[src/rtl/obst_pkg.sv]
// Shared types, default screen geometry and helper functions
// for the multi-obstacle controller.
package obst_pkg;

    typedef enum logic [1:0] {
        IDLE  = 2'd0,
        SWEEP = 2'd1,
        DONE  = 2'd2
    } state_t;

    localparam int DEF_H_MAX     = 800;
    localparam int DEF_V_MAX     = 600;
    localparam int DEF_OBST_SIZE = 32;

    // Evenly spaced start position along one axis
    function automatic int init_pos(
        input int i,
        input int max,
        input int size,
        input int n
    );
        return (i + 1) * (max - size) / (n + 1);
    endfunction

    function automatic logic overlap(
        input logic [31:0] ax,
        input logic [31:0] ay,
        input logic [31:0] bx,
        input logic [31:0] by,
        input int          size
    );
        logic [31:0] dx;
        logic [31:0] dy;
        dx = (ax > bx) ? (ax - bx) : (bx - ax);
        dy = (ay > by) ? (ay - by) : (by - ay);
        return (dx < 32'(size)) && (dy < 32'(size));
    endfunction

endpackage

[src/rtl/obst_axis_step.sv]
// One-axis bounce step: advance a coordinate by STEP and
// reflect off 0 / MAX-OBST_SIZE.
module obst_axis_step #(
    parameter int POS_W     = 12,
    parameter int OBST_SIZE = 32,
    parameter int STEP      = 2
) (
    input  logic [POS_W-1:0] pos,
    input  logic             dir,
    input  logic [POS_W-1:0] max,
    output logic [POS_W-1:0] next_pos,
    output logic             next_dir
);

    logic [POS_W:0] w_sum;
    logic [POS_W:0] w_lim;
    logic [POS_W:0] w_pos_ext;

    assign w_pos_ext = {1'b0, pos};
    assign w_sum     = w_pos_ext + (POS_W+1)'(STEP);
    assign w_lim     = {1'b0, max} - (POS_W+1)'(OBST_SIZE);

    always_comb begin
        next_pos = pos;
        next_dir = dir;
        if (dir) begin
            if (w_sum > w_lim) begin
                next_pos = w_lim[POS_W-1:0];
                next_dir = 1'b0;
            end else begin
                next_pos = w_sum[POS_W-1:0];
            end
        end else begin
            if (w_pos_ext < (POS_W+1)'(STEP)) begin
                next_pos = '0;
                next_dir = 1'b1;
            end else begin
                next_pos = pos - POS_W'(STEP);
            end
        end
    end

endmodule

[src/rtl/multi_obst_ctl.sv]
// Multi-channel bouncing obstacle controller, one channel per sweep cycle.
// Optional user/obstacle hit detection with MULTI_OBST_COLLISION_EN.
module multi_obst_ctl
    import obst_pkg::*;
#(
    parameter int N_OBST    = 4,
    parameter int POS_W     = 12,
    parameter int H_MAX     = DEF_H_MAX,
    parameter int V_MAX     = DEF_V_MAX,
    parameter int OBST_SIZE = DEF_OBST_SIZE,
    parameter int STEP      = 2
) (
    input  logic                    pclk,
    input  logic                    rst,
    input  logic                    tick,
    input  logic                    enable,
    input  logic [N_OBST-1:0]       mode,
    input  logic [POS_W-1:0]        user_xpos,
    input  logic [POS_W-1:0]        user_ypos,
    input  logic                    hit_clr,
    output logic [N_OBST*POS_W-1:0] xpos,
    output logic [N_OBST*POS_W-1:0] ypos,
    output logic                    busy,
    output logic                    hit
);

    localparam int IDX_W = (N_OBST > 1) ? $clog2(N_OBST) : 1;

    state_t             r_state;
    state_t             w_next;
    logic [IDX_W-1:0]   r_idx;
    logic [POS_W-1:0]   r_x [N_OBST];
    logic [POS_W-1:0]   r_y [N_OBST];
    logic [N_OBST-1:0]  r_dir;

    logic               w_last;
    logic               w_mode;
    logic [POS_W-1:0]   w_pos;
    logic [POS_W-1:0]   w_max;
    logic [POS_W-1:0]   w_npos;
    logic               w_ndir;

    assign w_last = (r_idx == IDX_W'(N_OBST - 1));
    assign w_mode = mode[r_idx];
    assign w_pos  = w_mode ? r_y[r_idx] : r_x[r_idx];
    assign w_max  = w_mode ? POS_W'(V_MAX) : POS_W'(H_MAX);

    obst_axis_step #(
        .POS_W     (POS_W),
        .OBST_SIZE (OBST_SIZE),
        .STEP      (STEP)
    ) u_step (
        .pos      (w_pos),
        .dir      (r_dir[r_idx]),
        .max      (w_max),
        .next_pos (w_npos),
        .next_dir (w_ndir)
    );

    always_comb begin
        w_next = r_state;
        busy   = 1'b0;
        unique case (r_state)
            IDLE: begin
                if (tick && enable) w_next = SWEEP;
            end
            SWEEP: begin
                busy = 1'b1;
                if (w_last) w_next = DONE;
            end
            DONE: begin
                busy   = 1'b1;
                w_next = IDLE;
            end
            default: w_next = IDLE;
        endcase
    end

    always_ff @(posedge pclk or posedge rst) begin
        if (rst) r_state <= IDLE;
        else     r_state <= w_next;
    end

    always_ff @(posedge pclk or posedge rst) begin
        if (rst) begin
            r_idx <= '0;
        end else if (r_state == SWEEP) begin
            r_idx <= w_last ? '0 : r_idx + IDX_W'(1);
        end else begin
            r_idx <= '0;
        end
    end

    // Only the channel selected by r_idx moves, on its own axis
    always_ff @(posedge pclk or posedge rst) begin
        if (rst) begin
            for (int i = 0; i < N_OBST; i++) begin
                r_x[i] <= POS_W'(init_pos(i, H_MAX, OBST_SIZE, N_OBST));
                r_y[i] <= POS_W'(init_pos(i, V_MAX, OBST_SIZE, N_OBST));
            end
            r_dir <= '1;
        end else if (r_state == SWEEP) begin
            r_dir[r_idx] <= w_ndir;
            if (w_mode) r_y[r_idx] <= w_npos;
            else        r_x[r_idx] <= w_npos;
        end
    end

    for (genvar g = 0; g < N_OBST; g++) begin : g_out
        assign xpos[g*POS_W +: POS_W] = r_x[g];
        assign ypos[g*POS_W +: POS_W] = r_y[g];
    end

`ifdef MULTI_OBST_COLLISION_EN
    logic [POS_W-1:0] w_new_x;
    logic [POS_W-1:0] w_new_y;
    logic             w_ovl;
    logic             r_hit;

    assign w_new_x = w_mode ? r_x[r_idx] : w_npos;
    assign w_new_y = w_mode ? w_npos : r_y[r_idx];
    assign w_ovl   = overlap(32'(w_new_x), 32'(w_new_y),
                             32'(user_xpos), 32'(user_ypos), OBST_SIZE);

    // A new overlap outranks a clear in the same cycle
    always_ff @(posedge pclk or posedge rst) begin
        if (rst)                              r_hit <= 1'b0;
        else if ((r_state == SWEEP) && w_ovl) r_hit <= 1'b1;
        else if (hit_clr)                     r_hit <= 1'b0;
    end

    assign hit = r_hit;
`else
    logic w_unused;
    assign w_unused = ^{user_xpos, user_ypos, hit_clr};
    assign hit      = 1'b0;
`endif

endmodule

[config.mk]
export PLATFORM = sky130hd
export DESIGN_NAME = multi_obst_ctl
export DESIGN_NICKNAME = d
export VERILOG_FILES = /design/src/rtl/obst_pkg.sv /design/src/rtl/obst_axis_step.sv /design/src/rtl/multi_obst_ctl.sv
export SDC_FILE = /design/constraint.sdc
export NUM_CORES = 1
export LEC_CHECK = 0
export ABC_CLOCK_PERIOD_IN_PS = 3700
export CAP_MARGIN = 5
export CORE_UTILIZATION = 30
export CTS_CLUSTER_DIAMETER = 200
export DETAILED_ROUTE_END_ITERATION = 8
export GPL_TIMING_DRIVEN = 1
export HOLD_SLACK_MARGIN = 0.05
export MAX_ROUTING_LAYER = met4
export PLACE_DENSITY = 0.54
export SYNTH_ARGS = -nofsm -noshare
export SYNTH_HDL_FRONTEND = slang
export SYNTH_SLANG_ARGS = --single-unit
[constraint.sdc]
create_clock -name pclk -period 3.7 [get_ports pclk]
set_input_delay 0.925 -clock pclk [delete_from_list [all_inputs] [get_ports pclk]]
set_output_delay 0.925 -clock pclk [all_outputs]
set_load 0.02 [all_outputs]
==> flow_metrics.tcl <==
set metrics [dict create \
    gp_congestion 0.900 \
    overflow 0 \
    syn_area_per_cell_um2 11.3 \
    n_antenna_cell 0 \
    die_y_um 138 \
    drv_slew 0 \
    cp-startpoint "mode[3]" \
    syn_inst 489 \
    cts_root_buf "clkbuf_16" \
    num_vias 4867 \
    cpPeakStageDelay_ns 0.62 \
    antenna_found_initial 0 \
    use_met1 0.281 \
    grtUsageTotal 0.217 \
    ys_seq_elements 104 \
    arrival_ns 4.28 \
    pwr_density_cell_mw_per_mm2 1160 \
    grt_busiest_layer "met2" \
    cp_max_fo 8 \
    grt_max_degree 65 \
    design_area_mm2 0.00871 \
    drt_iter0_markers 216 \
    die_area_mm2 0.0190 \
    grt_pass1_wl_mm 28.9 \
    drive_above_1_share 0.458 \
    synthToLayoutAreaGrowth_pct 57.1 \
    slew_headroom 0.547 \
    period_share 1.09 \
    skew_ns 0.0101 \
    synthFlopType "dfrtp_1" \
    async_reset_ff_frac 1.00 \
    numCtsBuffers 9 \
    cts_sinks 104 \
    drc 0 \
    wl_per_cell_um 20.3 \
    ys_warn_count 0 \
    grtUsageMet2 0.339 \
    fin_nets 750 \
    fmax_ghz 0.248 \
    grt_setup_unrepaired "true" \
    placedCellCount 892 \
    dr.pass1.iters 4 \
    io_pins 131 \
    rr_worst_depth 18 \
    post-route-util 0.483 \
    hold_buffers 0 \
    tightest_slew_ns 0.678 \
    numPortBuffers 104 \
    required_ns 3.95 \
    setup-tns-final_ns -16.17 \
    place_area_mm2 0.00751 \
    yosysUniqueCellTypes 54 \
    fin_crit_ns 4.04 \
    rrSetupSlack_ns -0.24 \
    violations "setup timing" \
    finalWirelength_mm 19.1 \
    drv_cap 0 \
    ir_worst_vdd_mv 0.550 \
    hold_viol 0 \
    htreeDepth 3 \
    hpwlAfterDp_mm 13.8 \
    cpMaxStageDelayCell "mux4_2" \
    cts_tree "yes" \
    synth-edff-count 0 \
    r2r-end "ypos[25]" \
    cp-end-kind "register" \
    start_kind "input port" \
    antenna_left 0 \
    rows 49 \
    setup_viol 79 \
    grt_pass1_vias 4905 \
    leakage_nw 3.63 \
    fin_cells 938 \
    clk_pin_slew_ns 0.08 \
    worst_slack_ns -0.336 \
    initial_core_util 0.307 \
    use_met3 0.0311 \
    reg2reg_from "r_idx[0]" \
    die_w_um 138 \
    status "finished with violations" \
    crit_end "ypos[25]" \
    coreArea_mm2 0.0180 \
    totalPowerFinal_w 0.0101 \
    syn_nets 535 \
    ctsLongestPathBuffers 2 \
    vias_per_cell 5.19 \
    yosysSeqAreaShare 0.479 \
    worstSetupPathType "input port to register" \
    worstSkewPairLatency_ns 0.37 \
    syn_area_mm2 0.00554 \
    hold_class "register to register" \
    path_cells "buf_6, mux4_2, mux2i_4, inv_2, ha_4, nand4b_1, nand2_2, xnor2_2, ha_1, nand2_2, nor3_4, a32oi_2, a211oi_2, buf_4, o21a_4, buf_4, buf_6, o21ai_4, o21ai_1" \
]
[area by class of cell]
cell class	instances	area, um2
fill	1657	9320
multi-input combinational	350	3330
sequential	104	2660
timing repair buffer	225	2070
tap	229	287
clock buffer	10	239
clock inverter	6	66.3
inverter	14	55.1
[metrics by stage]
step                      hold slack, ns  worst slack [ns]
after floorplan                    0.443            -0.443
after global placement             0.453            -0.960
after detailed placement           0.461             -1.03
after CTS                          0.471            -0.221
after global routing               0.497            -0.445
final                              0.471            -0.336
[metal layers]
layer / routed length, um / part of all wire / vias to the layer above
met3: 796 / 0.042 / 31
li1: - / - / 2201
met4: 487 / 0.026 / 0
met2: 9370 / 0.49 / 121
met5: 0 / 0 / -
met1: 8410 / 0.44 / 2514
[worst max-delay path: cells and delay by family]
family	cells	cell delay [ns]
simple gates	4	0.37
buf+inv	5	0.59
compound gates	5	0.90
xor+xnor	1	0.15
mux	2	0.85
fa+ha+maj	2	0.48
[worst min-delay path by stage]
stage,start,end,cells past startpoint
after global placement,r_dir[0],r_dir[0],2
after detailed placement,r_dir[3],r_dir[3],2
after global routing,xpos[17],xpos[17],2
after floorplan,r_dir[2],r_dir[2],2
after CTS,r_dir[3],r_dir[3],2
final,r_dir[1],r_dir[1],2
[logic make-up (layout without fill, tap and decap cells)]
logic type,count (synthesis),count (layout),synth area share
AND/OR/NAND/NOR,150,150,0.119
flip-flops,104,104,0.479
AO/OA/AOI/OAI,94,94,0.115
multiplexers,81,81,0.210
buffers and inverters,35,255,0.0289
adder cells (fa/ha/maj),13,13,0.0294
XOR/XNOR,11,11,0.0174
other,1,1,0.000677
[cells in the final DEF (no fill, tap or decap), types with 3 or more instances in the layout]
cell	netlist	layout
a31oi_1	17	13
nor2_1	43	39
dfstp_2	41	41
mux2_4	0	30
mux2_2	42	12
o21ai_0	26	6
nand4_1	6	6
buf_6	2	18
mux2i_2	4	3
clkbuf_16	0	9
o21ai_4	0	3
a21oi_4	0	3
o21ai_1	7	12
ha_1	13	12
nor2_4	0	4
mux2i_1	12	11
buf_12	0	4
o21ai_2	0	12
nand3_1	12	12
a31oi_4	0	4
nand2_2	0	3
mux4_2	23	23
a21oi_2	1	9
o31ai_4	0	8
xnor2_1	9	8
clkdlybuf4s50_1	0	100
nand2_1	72	69
dfrtp_1	63	62
buf_4	2	100
inv_1	13	10
[synth_stat cells (2+ instances only)]
| master | number | share of area |
|---|---|---|
| nand4_1 | 6 | 0.0068 |
| o31ai_1 | 9 | 0.012 |
| a31oi_1 | 17 | 0.019 |
| inv_1 | 13 | 0.0088 |
| and2_1 | 2 | 0.0023 |
| and3_1 | 2 | 0.0023 |
| o21a_1 | 2 | 0.0027 |
| ha_1 | 13 | 0.029 |
| a221oi_4 | 2 | 0.0095 |
| a21oi_1 | 13 | 0.012 |
| buf_6 | 2 | 0.0041 |
| mux2_2 | 42 | 0.085 |
| a21o_1 | 2 | 0.0027 |
| buf_2 | 5 | 0.0045 |
| clkbuf_1 | 8 | 0.0054 |
| mux4_2 | 23 | 0.093 |
| or2_2 | 2 | 0.0023 |
| nor3_1 | 3 | 0.0027 |
| a211oi_2 | 2 | 0.0045 |
| buf_4 | 2 | 0.0027 |
| nand3_1 | 12 | 0.011 |
| mux2i_1 | 12 | 0.022 |
| nand2_1 | 72 | 0.049 |
| o21ai_1 | 7 | 0.0063 |
| nand4b_1 | 2 | 0.0032 |
| buf_1 | 4 | 0.0027 |
| o21ai_0 | 26 | 0.023 |
| xor2_1 | 2 | 0.0032 |
| o211ai_1 | 2 | 0.0027 |
| xnor2_1 | 9 | 0.014 |
| dfrtp_1 | 63 | 0.28 |
| dfstp_2 | 41 | 0.19 |
| mux2i_2 | 4 | 0.0099 |
| nor2_1 | 43 | 0.029 |
[state kept, by name, summed over array words and instances (netlist names)]
| name | count |
|---|---|
| r_idx | 2 |
| xpos | 48 |
| r_state | 2 |
| r_dir | 4 |
| ypos | 48 |
[report_power, final]
part / switching [W] / internal (W) / total, W
Clock: 0.000459 / 0.000547 / 0.00101
Combinational: 0.00363 / 0.00334 / 0.00697
Sequential: 0.000382 / 0.00170 / 0.00208
Total: 0.00447 / 0.00558 / 0.0101
[repair_timing]
action                     4_1_cts  5_1_grt
pin swaps                       37       43
gates resized for setup        108       57
setup endpoints to repair      100      100
cloned                           1        0
buffers inserted                18       17
Note: power is estimated with default switching activity, not from simulation.
